==> src/rtl/core_pkg.sv <==
// Shared core types for the decode->execute boundary: widths and packed lane bundles.
// Latency: n/a (types and constants only).
// Backpressure: n/a.
package core_pkg;

    localparam int XLEN      = 32;
    localparam int REG_IDX_W = 5;
    localparam int OPCODE_W  = 7;
    localparam int ALU_OP_W  = 3;
    localparam int FUNCT3_W  = 3;

    // Control bits produced by decode and consumed by execute/mem/wb.
    typedef struct packed {
        logic                reg_write;
        logic                is_imm;
        logic                mem_read;
        logic                mem_write;
        logic                mem_to_reg;
        logic [ALU_OP_W-1:0] alu_op;
        logic                jump;
        logic                branch;
        logic                U_type;
    } id_ex_ctrl_t;

    // Everything in the ID/EX register that is not an XLEN-wide data lane.
    typedef struct packed {
        id_ex_ctrl_t          ctrl;
        logic [FUNCT3_W-1:0]  funct3;
        logic                 funct7b5;
        logic [REG_IDX_W-1:0] rd;
        logic [OPCODE_W-1:0]  op;
    } id_ex_meta_t;

endpackage

==> src/rtl/pipe_reg.sv <==
// Generic W-bit pipeline flop with synchronous reset-to-zero (flush/stall with ID_EX_HAZARD_EN).
// Latency: 1 cycle, q driven straight from the flop.
// Backpressure: none in the base build; stall holds q, flush loads zero (ID_EX_HAZARD_EN).
//
// Ports: clk, rst (sync, active-high), [flush, stall], d (W), q (W).
// Optional feature macro: ID_EX_HAZARD_EN.
module pipe_reg #(
    parameter int W = 1
) (
    input  logic         clk,
    input  logic         rst,
`ifdef ID_EX_HAZARD_EN
    input  logic         flush,
    input  logic         stall,
`endif
    input  logic [W-1:0] d,
    output logic [W-1:0] q
);

    always_ff @(posedge clk) begin
        if (rst) begin
            q <= '0;
`ifdef ID_EX_HAZARD_EN
        end else if (flush) begin
            // Flush wins over stall so a squashed instruction never lingers.
            q <= '0;
        end else if (!stall) begin
            q <= d;
`else
        end else begin
            q <= d;
`endif
        end
    end

endmodule

==> src/rtl/id_ex_pipe_reg.sv <==
// ID->EX pipeline register: registers operands, immediate, PC, rd, opcode and control bits.
// Latency: exactly 1 cycle, outputs straight from flops, reset/flush clear to a bubble.
// Backpressure: none in the base build; ID_EX_HAZARD_EN adds stall (hold) and flush (bubble).
//
// Ports: clk, rst (sync, active-high); paired *_in_id_ex / *_out_id_ex lanes for imm, rd_1,
// rd_2, pc (XLEN), the control bits, alu_op (3), rd (5), op (7); funct3_in/out, funct7b5_in/out.
// Optional feature macro: ID_EX_HAZARD_EN (adds stall_id_ex, flush_id_ex inputs).
module id_ex_pipe_reg
    import core_pkg::*;
#(
    parameter int XLEN = core_pkg::XLEN
) (
    input  logic                 clk,
    input  logic                 rst,
`ifdef ID_EX_HAZARD_EN
    input  logic                 stall_id_ex,
    input  logic                 flush_id_ex,
`endif
    input  logic [XLEN-1:0]      imm_in_id_ex,
    input  logic [XLEN-1:0]      rd_1_in_id_ex,
    input  logic [XLEN-1:0]      rd_2_in_id_ex,
    input  logic [XLEN-1:0]      pc_in_id_ex,
    input  logic                 reg_write_in_id_ex,
    input  logic                 is_imm_in_id_ex,
    input  logic                 mem_read_in_id_ex,
    input  logic                 mem_write_in_id_ex,
    input  logic                 mem_to_reg_in_id_ex,
    input  logic [ALU_OP_W-1:0]  alu_op_in_id_ex,
    input  logic                 jump_in_id_ex,
    input  logic                 branch_in_id_ex,
    input  logic                 U_type_in_id_ex,
    input  logic [FUNCT3_W-1:0]  funct3_in,
    input  logic                 funct7b5_in,
    input  logic [REG_IDX_W-1:0] rd_in_id_ex,
    input  logic [OPCODE_W-1:0]  op_in_id_ex,
    output logic [XLEN-1:0]      imm_out_id_ex,
    output logic [XLEN-1:0]      rd_1_out_id_ex,
    output logic [XLEN-1:0]      rd_2_out_id_ex,
    output logic [XLEN-1:0]      pc_out_id_ex,
    output logic                 reg_write_out_id_ex,
    output logic                 is_imm_out_id_ex,
    output logic                 mem_read_out_id_ex,
    output logic                 mem_write_out_id_ex,
    output logic                 mem_to_reg_out_id_ex,
    output logic [ALU_OP_W-1:0]  alu_op_out_id_ex,
    output logic                 jump_out_id_ex,
    output logic                 branch_out_id_ex,
    output logic                 U_type_out_id_ex,
    output logic [FUNCT3_W-1:0]  funct3_out,
    output logic                 funct7b5_out,
    output logic [REG_IDX_W-1:0] rd_out_id_ex,
    output logic [OPCODE_W-1:0]  op_out_id_ex
);

    localparam int DATA_W = 4 * XLEN;
    localparam int META_W = $bits(id_ex_meta_t);

    // Data lanes are kept outside the struct so an XLEN override stays consistent.
    logic [DATA_W-1:0] data_d;
    logic [DATA_W-1:0] data_q;
    id_ex_meta_t       meta_d;
    id_ex_meta_t       meta_q;

    assign data_d = {imm_in_id_ex, rd_1_in_id_ex, rd_2_in_id_ex, pc_in_id_ex};

    always_comb begin
        meta_d                 = '0;
        meta_d.ctrl.reg_write  = reg_write_in_id_ex;
        meta_d.ctrl.is_imm     = is_imm_in_id_ex;
        meta_d.ctrl.mem_read   = mem_read_in_id_ex;
        meta_d.ctrl.mem_write  = mem_write_in_id_ex;
        meta_d.ctrl.mem_to_reg = mem_to_reg_in_id_ex;
        meta_d.ctrl.alu_op     = alu_op_in_id_ex;
        meta_d.ctrl.jump       = jump_in_id_ex;
        meta_d.ctrl.branch     = branch_in_id_ex;
        meta_d.ctrl.U_type     = U_type_in_id_ex;
        meta_d.funct3          = funct3_in;
        meta_d.funct7b5        = funct7b5_in;
        meta_d.rd              = rd_in_id_ex;
        meta_d.op              = op_in_id_ex;
    end

    pipe_reg #(.W(DATA_W)) u_data_reg (
        .clk   (clk),
        .rst   (rst),
`ifdef ID_EX_HAZARD_EN
        .flush (flush_id_ex),
        .stall (stall_id_ex),
`endif
        .d     (data_d),
        .q     (data_q)
    );

    pipe_reg #(.W(META_W)) u_meta_reg (
        .clk   (clk),
        .rst   (rst),
`ifdef ID_EX_HAZARD_EN
        .flush (flush_id_ex),
        .stall (stall_id_ex),
`endif
        .d     (meta_d),
        .q     (meta_q)
    );

    assign imm_out_id_ex        = data_q[4*XLEN-1:3*XLEN];
    assign rd_1_out_id_ex       = data_q[3*XLEN-1:2*XLEN];
    assign rd_2_out_id_ex       = data_q[2*XLEN-1:XLEN];
    assign pc_out_id_ex         = data_q[XLEN-1:0];

    assign reg_write_out_id_ex  = meta_q.ctrl.reg_write;
    assign is_imm_out_id_ex     = meta_q.ctrl.is_imm;
    assign mem_read_out_id_ex   = meta_q.ctrl.mem_read;
    assign mem_write_out_id_ex  = meta_q.ctrl.mem_write;
    assign mem_to_reg_out_id_ex = meta_q.ctrl.mem_to_reg;
    assign alu_op_out_id_ex     = meta_q.ctrl.alu_op;
    assign jump_out_id_ex       = meta_q.ctrl.jump;
    assign branch_out_id_ex     = meta_q.ctrl.branch;
    assign U_type_out_id_ex     = meta_q.ctrl.U_type;
    assign funct3_out           = meta_q.funct3;
    assign funct7b5_out         = meta_q.funct7b5;
    assign rd_out_id_ex         = meta_q.rd;
    assign op_out_id_ex         = meta_q.op;

endmodule

==> config.mk <==
export PLATFORM = sky130hd
export DESIGN_NAME = id_ex_pipe_reg
export DESIGN_NICKNAME = d
export VERILOG_FILES = /design/src/rtl/core_pkg.sv /design/src/rtl/pipe_reg.sv /design/src/rtl/id_ex_pipe_reg.sv
export SDC_FILE = /design/constraint.sdc
export NUM_CORES = 1
export LEC_CHECK = 0
export BUFFER_PORTS_ARGS = -buffer_cell sky130_fd_sc_hd__clkbuf_2
export CORE_AREA = 8 8 116 118
export DETAILED_ROUTE_END_ITERATION = 6
export DIE_AREA = 0 0 124 126
export PLACE_DENSITY = 0.81
export SLEW_MARGIN = 20
export SYNTH_ARGS = -nofsm -noshare
export SYNTH_HDL_FRONTEND = slang
export SYNTH_SLANG_ARGS = --single-unit
==> constraint.sdc <==
create_clock -name clk -period 0.8 [get_ports clk]
set_input_delay 0.04 -clock clk [delete_from_list [all_inputs] [get_ports clk]]
set_output_delay 0.04 -clock clk [all_outputs]
set_load 0.03 [all_outputs]
; Word level (Yosys, flattened, before mapping)
; Cells that the tools add are included.
; W data, S select, Z words.
[word_totals]
reg_bits = 155
input_bits = 157

; Logic depth before layout (Yosys ltp)
; Gate-level depths: netlist (run 1).
[logic_depth]
ltp_word = 0
ltp_mapped = 3

; Hierarchy
; Synthesis (run 1) repeated with hierarchy kept, for this count alone.
[unflattened]
cells_unflattened = 326
hier_area_um2 = 4214.0
[by_module_without_submodules]
columns = mod, seq_area_each_um2, cells_each, area_each_um2, n_inst
row1 = pipe_reg (u_data_reg), 2562.5, 270, 3464.6, 1
row2 = pipe_reg (u_meta_reg), 540.5, 56, 749.5, 1

; Worst setup path before layout (run 1)
; Ideal clock, no wire load.
[synth_path]
kind = in2reg
start = input rst
end = register u_data_reg.q[100]
slack_ps = 258
n_path_buf = 2
path_stages = 3
arrival_time_ps = 425
setup_ps = 118
path_cell_list = buf_2 -> buf_2 -> nor2b_1
[synth_rtl]
columns = item, line
row1 = "start, declared", id_ex_pipe_reg.sv:14  ; input logic rst,
row2 = "end signal, assigned", pipe_reg.sv:22  ; q <= '0;
row3 = "end signal, assigned", pipe_reg.sv:31  ; q <= d;
row4 = "end, declared", pipe_reg.sv:17  ; output logic [W-1:0] q
; No word-level cell between the ends.

; Worst setup path after layout (run 1)
[layout_path]
start = register u_data_reg.q[37]
end = output rd_2_out_id_ex[5]
[layout_rtl]
columns = item, line
row1 = "end, declared", id_ex_pipe_reg.sv:38  ; output logic [XLEN-1:0] rd_2_out_id_ex,
; No word-level cell between the ends.

==> flow_summary.ini, run 1 <==
[cts]
cts_max_path_buffers = 2
cts_root_buffer = clkbuf_16
cts_setup_buffers = 0
cts_inserted_buffers = 17
htree_levels = 4
cts.reportedPaths.clkPinSlew_ps = 60
cts_tree = done
clock_sinks = 155

[sta]
setup_viol = 155
finalCritPeriodShare = 1.16
relSlewSlack = 0.774
fmaxAchievable_mhz = 1080
fin_hold_ws_ps = 146
hold_viol_final = 0
min_period_ps = 929
report.final.slew_viol_count = 0
rsz0062_at_grt = yes
worstMarginPinSlew_ps = 339
finalWorstSetupSlack_ps = -129

[finish]
n_fill_cell = 500
syn2layout_area_growth_pct = 135
nNetsFinal = 954
drive_above_1_share = 0.613
design_area_sq_mm = 0.00978
fin_util = 0.835

[worst_hold_path]
hold_path_depth = 3
worstHoldPathType = input pin to flip-flop
whs_endpoint = u_data_reg.q[118]
hp-start = rst

[synth]
synthDistinctLibCells = 3
yosys_warnings = 0
synth_seq_area_share = 0.746
syn-instance-count = 327
synth_area_per_cell_sq_um = 12.7
synth_nets = 484
syn_area_sq_mm = 0.00416
ys_ff_latch = 155

[power_and_ir_drop]
p_sw_frac = 0.240
seqPwrFrac = 0.414
p_clk_frac = 0.408
ir_drop_v = 0.00131
p_leak_nw = 4.41
switching_power_mw = 4.95
p_per_area_mw_per_mm2 = 2110
power_mw = 20.6
combPwrFrac = 0.178
internal_power_mw = 15.7

[routing]
wl_per_cell_um = 21.9
drt-met1-wl_mm = 6.81
wl_mm = 21.0
vias = 4222
top_layer_used = met4
viasPerCell = 4.40
drt-initial-drc-count = 252
ant_nets = 0
met2_length_mm = 11.3
firstDrtPassIters = 4
route.met3.wl_mm = 2.23
drcViolationCount = 0

[setup_path]
critPathKind = flip-flop to output port
critPathRequiredTime_ps = 760
path_delay_family = flip-flops
cp.arrival_ps = 890
critical_path_peak_fanout = 1
crit_path_end_kind = output port
cp_slowest_cell = dfxtp_2
path_cells = buf_8
cp-start-kind = flip-flop
slowest_delay_ps = 360
cp_num_buf_inv = 1

[grt]
grt_pass1_wl_mm = 28.9
grt_max_degree = 79
grt_use_total = 0.249
grt_pass1_vias = 4890
overflow = 0
antenna_found_initial = 6

[run]
maxCapViolCount = 0

[floorplan]
top_level_ports = 312
initial_core_util = 0.355
core_region_area_sq_mm = 0.0117
die_area_sq_mm = 0.0156
die_h_um = 126
rows = 40
dieWidth_um = 124

[placement]
dpl.hpwl_mm = 9.98
place_congestion = 0.732
place_area_sq_mm = 0.00586
io_buffers = 311

[outcome]
status = complete, but fails checks
violations = setup timing
power groups by stage:
stage                     clock network (mW)  logic, mW  registers [mW]
after CTS                               8.42       3.31            8.39
after floorplan                            0      0.362            9.26
after detailed placement                   0       2.09            8.42
after global routing                    8.95       3.80            8.58
after global placement                     0       2.05            8.40
final                                   8.42       3.66            8.55
per-stage QoR:
step	setup TNS (ps)	setup WS, ps	std cells
after floorplan	0	258	327
after global placement	0	140	770
after detailed placement	0	81.3	770
after CTS	-21070	-151	954
after global routing	-19590	-163	960
final	-14430	-129	960
registers in the layout, summed over array words and instances (netlist names):
register,flops
u_meta_reg.q,27
u_data_reg.q,128
Yosys cell counts:
master	number	area share
buf_2	17	0.020
dfxtp_1	155	0.75
nor2b_1	155	0.23
worst max-delay path by stage:
stage,start,slack (ps),endpoint,depth (start not counted)
final,u_data_reg.q[37],-130,rd_2_out_id_ex[5],1
after global routing,u_data_reg.q[37],-160,rd_2_out_id_ex[5],1
after CTS,u_data_reg.q[23],-150,pc_out_id_ex[23],1
after detailed placement,rst,80,u_data_reg.q[18],3
after global placement,rst,140,u_meta_reg.q[5],3
after floorplan,rst,260,u_data_reg.q[100],3
cells in the final DEF (no fill, tap or decap):
master	n
clkbuf_8	3
nor2b_1	155
clkbuf_16	17
clkbuf_1	2
bufinv_16	4
buf_12	2
clkinv_2	1
clkinvlp_4	2
diode_2	6
buf_4	1
clkbuf_2	155
dfxtp_2	155
buf_8	155
dlygate4sd3_1	155
repair_timing:
item                                    in CTS  in global routing
endpoints found under the setup margin     155                155
resized for setup                          452                168
hold buffers                               155                  0
endpoints found under the hold margin      155                  0
gates cloned                                 0                  0
layer usage:
| layer | track usage | up-vias |
|---|---|---|
| met3 | 0.0996 | 50 |
| met2 | 0.463 | 269 |
| met4 | 0.118 | 0 |
| li1 | - | 1927 |
| met5 | 0 | - |
| met1 | 0.227 | 1976 |
layout make-up:
cell class,count,area (sq um),share of cell area
flip-flops and latches,155,3300,0.337
well taps,147,184,0.0188
multi-input cells,155,970,0.0991
diodes,6,15.0,0.00153
clock buffers,22,474,0.0485
repair buffers,468,4700,0.481
clock inverters,7,140,0.0143
cell families (layout without fill, tap and decap cells):
| group | Yosys count | count (layout) | share of synthesized area |
|---|---|---|---|
| other | 0 | 6 | 0 |
| and+or+nand+nor | 155 | 155 | 0.233 |
| buffers and inverters | 17 | 497 | 0.0205 |
| DFF | 155 | 155 | 0.746 |
No activity file was read; power rests on OpenSTA's default activity.
==> run 2: changes to the inputs <==
--- a/config.mk
+++ b/config.mk
@@ -7,6 +7,7 @@
 export LEC_CHECK = 0
 export BUFFER_PORTS_ARGS = -buffer_cell sky130_fd_sc_hd__clkbuf_2
 export CORE_AREA = 8 8 116 118
+export CTS_BUF_LIST = sky130_fd_sc_hd__clkbuf_4
 export DETAILED_ROUTE_END_ITERATION = 6
 export DIE_AREA = 0 0 124 126
 export PLACE_DENSITY = 0.81
==> flow_summary.ini, run 2 (synthesized netlist as in run 1, its figures left out) <==
[setup_path]
crit_path_end_kind = output port
path_cells = buf_8
path_delay_family = flip-flops
cp.arrival_ps = 1050
cp_slowest_cell = dfxtp_2
cp_num_buf_inv = 1
slowest_delay_ps = 390
cp-start-kind = flip-flop
critical_path_peak_fanout = 1
critPathKind = flip-flop to output port
critPathRequiredTime_ps = 760

[routing]
drt-initial-drc-count = 219
drcViolationCount = 0
viasPerCell = 4.40
wl_per_cell_um = 21.7
wl_mm = 20.8
vias = 4215
ant_nets = 0
firstDrtPassIters = 4

[sta]
report.final.slew_viol_count = 0
finalCritPeriodShare = 1.37
setup_viol = 155
hold_viol_final = 0
relSlewSlack = 0.776
fmaxAchievable_mhz = 915
min_period_ps = 1090
worstMarginPinSlew_ps = 336
finalWorstSetupSlack_ps = -293
rsz0062_at_grt = yes

[floorplan]
die_h_um = 126
core_region_area_sq_mm = 0.0117
initial_core_util = 0.355
rows = 40
top_level_ports = 312
dieWidth_um = 124
die_area_sq_mm = 0.0156

[finish]
mostFrequentLayoutCell = dlygate4sd3_1
top_register = u_data_reg.q
syn2layout_area_growth_pct = 128
n_fill_cell = 555
nNetsFinal = 955
drive_above_1_share = 0.611
largest_reg_flops = 128
final_cell_mix = 156 x dlygate4sd3_1, 155 x nor2b_1, 155 x clkbuf_2, 155 x buf_8, 155 x dfxtp_2
biggestRegsByFlops = u_data_reg.q (128), u_meta_reg.q (27)

[run]
maxCapViolCount = 0

[power_and_ir_drop]
ir_drop_v = 0.00139
p_per_area_mw_per_mm2 = 1830
p_leak_nw = 4.27
power_mw = 17.3

[cts]
clock_sinks = 155
cts_root_buffer = clkbuf_4
htree_levels = 4
cts_setup_buffers = 0
cts_max_path_buffers = 2
cts.reportedPaths.clkPinSlew_ps = 130
cts_inserted_buffers = 17
cts_tree = done

[outcome]
status = complete, but fails checks
violations = setup timing

[placement]
post-place-ws_ps = 81.3
dpl.hpwl_mm = 9.98
io_buffers = 311
place_congestion = 0.732

[grt]
grt_max_degree = 79
antenna_found_initial = 3
overflow = 0
grt_pass1_wl_mm = 28.7
grt_pass1_vias = 4940
grt_use_total = 0.248

[worst_hold_path]
worstHoldPathType = input pin to flip-flop
==> run 2: repair_timing <==
item,4_1_cts,5_1_grt
hold endpoints to repair,155,0
hold buffers,156,0
endpoints found under the setup margin,155,155
cloned,0,0
resized for setup,451,169
==> run 2: area by class of cell <==
class	count	area, sq um	share of cell area
clock buffer	19	143	0.0151
multi-input combinational	155	970	0.102
timing repair buffer	469	4710	0.498
sequential	155	3300	0.348
tap	147	184	0.0194
antenna	3	7.51	0.000793
clock inverter	10	151	0.0160
==> run 2: path summary, 6_finish.rpt <==
kind	start	endpoint	slack (ps)	depth (start not counted)
setup / recovery	u_data_reg.q[25]	pc_out_id_ex[25]	-290	1
hold / removal	imm_in_id_ex[17]	u_data_reg.q[113]	240	3
==> run 2: routing by layer <==
layer  vias to the layer above  GRT usage  wire [um]
met2                       266      0.446      10900
met3                        60      0.107       2210
li1                       1925          -          -
met1                      1964      0.226       6930
met4                         0      0.138        824
met5                         -          0          0
==> run 2: report_power, final <==
group          leakage, nW  internal (mW)  switching (mW)  total, mW
Sequential            1.33           8.22           0.312       8.53
Combinational         2.79           2.03            1.64       3.67
Clock                0.153           2.46            2.67       5.13
==> run 2: per-stage QoR <==
stage	cell area, sq um	hold slack [ps]	utilization	std cells	TNS (ps)
2_1_floorplan	4160	168	-	327	0
3_3_place_gp	5860	247	0.500	770	0
3_5_place_dp	5860	252	0.500	770	0
4_1_cts	9250	193	0.789	955	-47430
5_1_grt	9460	208	0.808	958	-50300
6_report	9460	241	0.808	958	-39180
